<file path="config.mk">
export PLATFORM = sky130hd
export DESIGN_NAME = branch_predictor
export DESIGN_NICKNAME = d
export VERILOG_FILES = /design/src/rtl/branch_predictor_pkg.sv /design/src/rtl/branch_predictor.sv
export SDC_FILE = /design/constraint.sdc
export NUM_CORES = 2
export LEC_CHECK = 0
export ABC_AREA = 0
export CAP_MARGIN = 5
export CORE_AREA = 2 2 291 293
export DETAILED_ROUTE_END_ITERATION = 6
export DIE_AREA = 0 0 293 295
export PLACE_DENSITY = 0.76
export SLEW_MARGIN = 25
export SYNTH_ARGS = -nofsm -noshare
export SYNTH_HDL_FRONTEND = slang
export SYNTH_SLANG_ARGS = --single-unit
</file>
<file path="constraint.sdc">
create_clock -name CLK -period 7.66 [get_ports CLK]
set_clock_uncertainty 0.2 [all_clocks]
set_input_delay 1.532 -clock CLK [delete_from_list [all_inputs] [get_ports CLK]]
set_output_delay 1.532 -clock CLK [all_outputs]
set_load 0.05 [all_outputs]
</file>
<file path="src/rtl/branch_predictor_pkg.sv">
// branch_predictor_pkg: shared word type, BTB counter states, entry layout and counter update
package cpu_types_pkg;
  typedef logic [31:0] word_t;
endpackage

package datapath_types_pkg;
  import cpu_types_pkg::*;
  typedef enum logic [1:0] {
    STRONG_NT = 2'b00,
    WEAK_NT   = 2'b01,
    WEAK_T    = 2'b10,
    STRONG_T  = 2'b11
  } bp_cnt_t;
  // tag is kept at full pc[31:2] width so any ENTRIES fits; unused upper bits stay zero
  typedef struct packed {
    logic        valid;
    logic [29:0] tag;
    word_t       target;
    bp_cnt_t     cnt;
  } btb_entry_t;
  function automatic bp_cnt_t sat_update(bp_cnt_t c, logic taken);
    return taken ? ((c == STRONG_T) ? c : bp_cnt_t'(c + 2'd1))
                 : ((c == STRONG_NT) ? c : bp_cnt_t'(c - 2'd1));
  endfunction
endpackage

</file>
<file path="src/rtl/branch_predictor.sv">
// branch_predictor: direct-mapped BTB with 2-bit saturating counters and a mispredict counter
module branch_predictor
  import cpu_types_pkg::*, datapath_types_pkg::*;
#(
  parameter int ENTRIES = 16,
  localparam int IDX_W = $clog2(ENTRIES),
  parameter bp_cnt_t CNT_INIT = WEAK_NT
) (
  input  logic        CLK,
  input  logic        RST,
  input  logic        lookup_en,
  input  logic [31:0] lookup_pc,
  output logic        pred_control,
  output logic [31:0] pred_branch,
  input  logic        upd_valid,
  input  logic [31:0] upd_pc,
  input  logic        upd_taken,
  input  logic [31:0] upd_target,
  input  logic        upd_mispredict,
  output logic [31:0] mispred_cnt
);
  btb_entry_t btb [ENTRIES];
  logic [IDX_W-1:0] l_idx, u_idx;
  logic [29:0] l_tag, u_tag;
  logic l_hit, u_hit;
  assign l_idx = lookup_pc[IDX_W+1:2];
  assign u_idx = upd_pc[IDX_W+1:2];
  assign l_tag = 30'(lookup_pc >> (IDX_W + 2));
  assign u_tag = 30'(upd_pc >> (IDX_W + 2));
  assign l_hit = lookup_en && btb[l_idx].valid && btb[l_idx].tag == l_tag;
  assign u_hit = btb[u_idx].valid && btb[u_idx].tag == u_tag;
  assign pred_control = l_hit && btb[l_idx].cnt[1];
  assign pred_branch = pred_control ? btb[l_idx].target : lookup_pc + 32'd4;
  // array reads above see pre-update state: a same-cycle update shows up next cycle
  always_ff @(posedge CLK) begin
    if (RST) begin
      for (int i = 0; i < ENTRIES; i++)
        btb[i] <= '{valid: 1'b0, tag: '0, target: '0, cnt: CNT_INIT};
      mispred_cnt <= '0;
    end else if (upd_valid) begin
      if (u_hit) begin
        btb[u_idx].cnt <= sat_update(btb[u_idx].cnt, upd_taken);
        if (upd_taken) btb[u_idx].target <= upd_target;
      end else if (upd_taken)
        btb[u_idx] <= '{valid: 1'b1, tag: u_tag, target: upd_target, cnt: WEAK_T};
      if (upd_mispredict && mispred_cnt != '1) mispred_cnt <= mispred_cnt + 32'd1;
    end
  end
endmodule

</file>
==> results_dict.tcl <==
set metrics [dict create \
    slew_headroom 0.276 \
    worstSkewPairLatency_ns 0.70 \
    cts_resized 0 \
    row_count 106 \
    cts_tree "built" \
    postSynthAreaPerCell_um2 14.8 \
    dr_total_vias 32900 \
    worstSetupPathType "input port to output pin" \
    path_clk_slew_ns 0.06 \
    async_flop_share 0 \
    hold_ws_ns 0.274 \
    ios 167 \
    p_leak_nw 20.9 \
    die-area_um2 86400 \
    hp-class "flop to flop" \
    grt_setup_unrepaired "false" \
    grt_overflow_total 0 \
    cts_hold_buf 0 \
    status "finished clean" \
    postRouteAntennaNets 0 \
    cts_buffer_depth 3 \
    final_common_cell "edfxtp_1" \
    grt_start_max_net_pins 132 \
    cp-end-kind "output pin" \
    synth_top_cell_area_share 0.564 \
    netlist_top_cells_area "edfxtp_1 56%, mux4_2 16%, and2_1 6.3%" \
    min_delay_path_depth 2 \
    htreeDepth 3 \
    drt_wl_total_um 155000 \
    nets 3579 \
    worst_slew_pin_slew_ns 1.09 \
    cp-startpoint "lookup_pc[2]" \
    grt_pass1_wl_um 224000 \
    post_synth_inst_count 3457 \
    hold_violations 0 \
    synth_ff_type "edfxtp_1" \
    die_w_um 293 \
    rr_startpoint "btb[14][36]" \
    core_region_area_um2 83200 \
    reg2reg_to "btb[11][34]" \
    powerDensity_nw_per_um2 225 \
    die_h_um 295 \
    dp_hpwl_um 89200 \
    place_congestion 0.954 \
    post_drt_wl_per_cell_um 33.3 \
    p_total_w 0.0127 \
    postCtsSetupBuffers 0 \
    syn2layout_area_growth_pct 10.9 \
    vias_per_cell 7.08 \
    min_period_over_period 0.950 \
    cp_data_required_time_ns 5.93 \
    ys_seq_area_frac 0.582 \
    synth_warnings 0 \
    yosysUniqueCellTypes 64 \
    cts_num_sinks 1008 \
    grtUsageTotal 0.362 \
    port_buffers 164 \
    fin_util 0.682 \
    root_buffer "clkbuf_16" \
    cts_buffers 102 \
    drt_iter0_markers 5246 \
    finalSetupTns_ns 0 \
    start_util 0.615 \
    drc 0 \
    hold_start "btb[9][60]" \
    slew_viol_final 0 \
    layout_common_cells "960 x edfxtp_1, 516 x and2_1, 430 x and3_1" \
    synthesis.area_um2 51200 \
    grt_pass1_vias 33400 \
    maxCapViolations 0 \
    fin_crit_ns 7.28 \
    worstSetupStartpointType "input port" \
    layout-drive-gt1-share 0.209 \
    reg2reg_depth 10 \
    worstPathMaxFanout 43 \
    r2r_slack_ns 2.59 \
    ys_seq_elements 1008 \
    ir_drop_mv 0.167 \
    antenna_found_initial 21 \
    finalSetupViolCount 0 \
    synth_fp_nets 3561 \
    synth_edf_count 960 \
    fmax_ghz 0.137 \
    endpoint "pred_branch[30]" \
    drt-pass1-iter-count 7 \
    arrival_ns 5.54 \
    synth_top_area_cell "edfxtp_1" \
]
[final cells by class]
class	instances	area, um^2
well taps	1080	1350
clock inverters	60	587
repair buffers	277	2580
diodes	11	27.5
inverters	21	78.8
flip-flops and latches	1008	29800
fillers	5463	26400
clock buffers	131	2710
multi-input cells	2065	19600
[synthesized netlist by cell type (49+ instances only)]
master    instances
xnor2_1          61
buf_2            50
mux2i_1         103
nand3_1          49
mux4_2          362
clkbuf_1        234
buf_6            51
and2_1          516
nor2_1           74
edfxtp_1        960
nand2_1          71
and3_1          431
xor2_1           53
[registers in the layout, indices dropped and copies added, names as in the netlist]
name	count
btb	976
mispred_cnt	32
[critical path, stage by stage]
cell     delay [ns]
buf_8          0.37
buf_12         0.27
mux4_2         0.53
mux4_2         0.54
xnor2_1        0.49
or4b_1         0.54
nor4_4         0.20
buf_12         0.30
mux2_1         0.42
buf_4          0.21
[worst min path at each step]
| stage | slack [ns] | endpoint |
|---|---|---|
| floorplan | 0.24 | btb[13][60] |
| global placement | 0.26 | btb[2][60] |
| detailed placement | 0.27 | btb[11][60] |
| CTS | 0.28 | btb[5][60] |
| global route | 0.31 | btb[8][60] |
| finish | 0.27 | btb[9][60] |
[stage by stage]
| step | cell area [um^2] | cells | setup WS, ns |
|---|---|---|---|
| after floorplan | 51200 | 3457 | 0.570 |
| after global placement | 53400 | 4450 | 0.484 |
| after detailed placement | 53400 | 4450 | 0.473 |
| after CTS | 56700 | 4641 | 0.463 |
| after global routing | 56700 | 4653 | 0.329 |
| final | 56700 | 4653 | 0.384 |
[routing by layer]
| metal | global-route usage | up-vias | wire length [um] |
|---|---|---|---|
| met2 | 0.560 | 2699 | 71200 |
| met5 | 0 | - | 103 |
| met3 | 0.112 | 494 | 23900 |
| met1 | 0.477 | 16400 | 52300 |
| li1 | - | 13300 | - |
| met4 | 0.160 | 16 | 7600 |
[where the power goes]
group / internal [W] / switching [W] / total [W] / leakage [nW]
clock network: 0.00279 / 0.00218 / 0.00496 / 1.62
logic: 0.000561 / 0.000788 / 0.00135 / 9.79
registers: 0.00631 / 0.000113 / 0.00643 / 9.54
[kinds of logic (layout without fill, tap and decap cells)]
kind of cell | after synthesis | after routing | share of synthesized area
adder cells (fa/ha/maj) | 2 | 2 | 0.000489
other | 0 | 11 | 0
AND/OR/NAND/NOR | 1270 | 1270 | 0.148
multiplexers | 501 | 501 | 0.187
AO/OA/AOI/OAI | 178 | 178 | 0.0247
buffers and inverters | 384 | 489 | 0.0375
XOR/XNOR | 114 | 114 | 0.0195
flip-flops | 1008 | 1008 | 0.582
No activity file was read; power rests on OpenSTA's default activity.
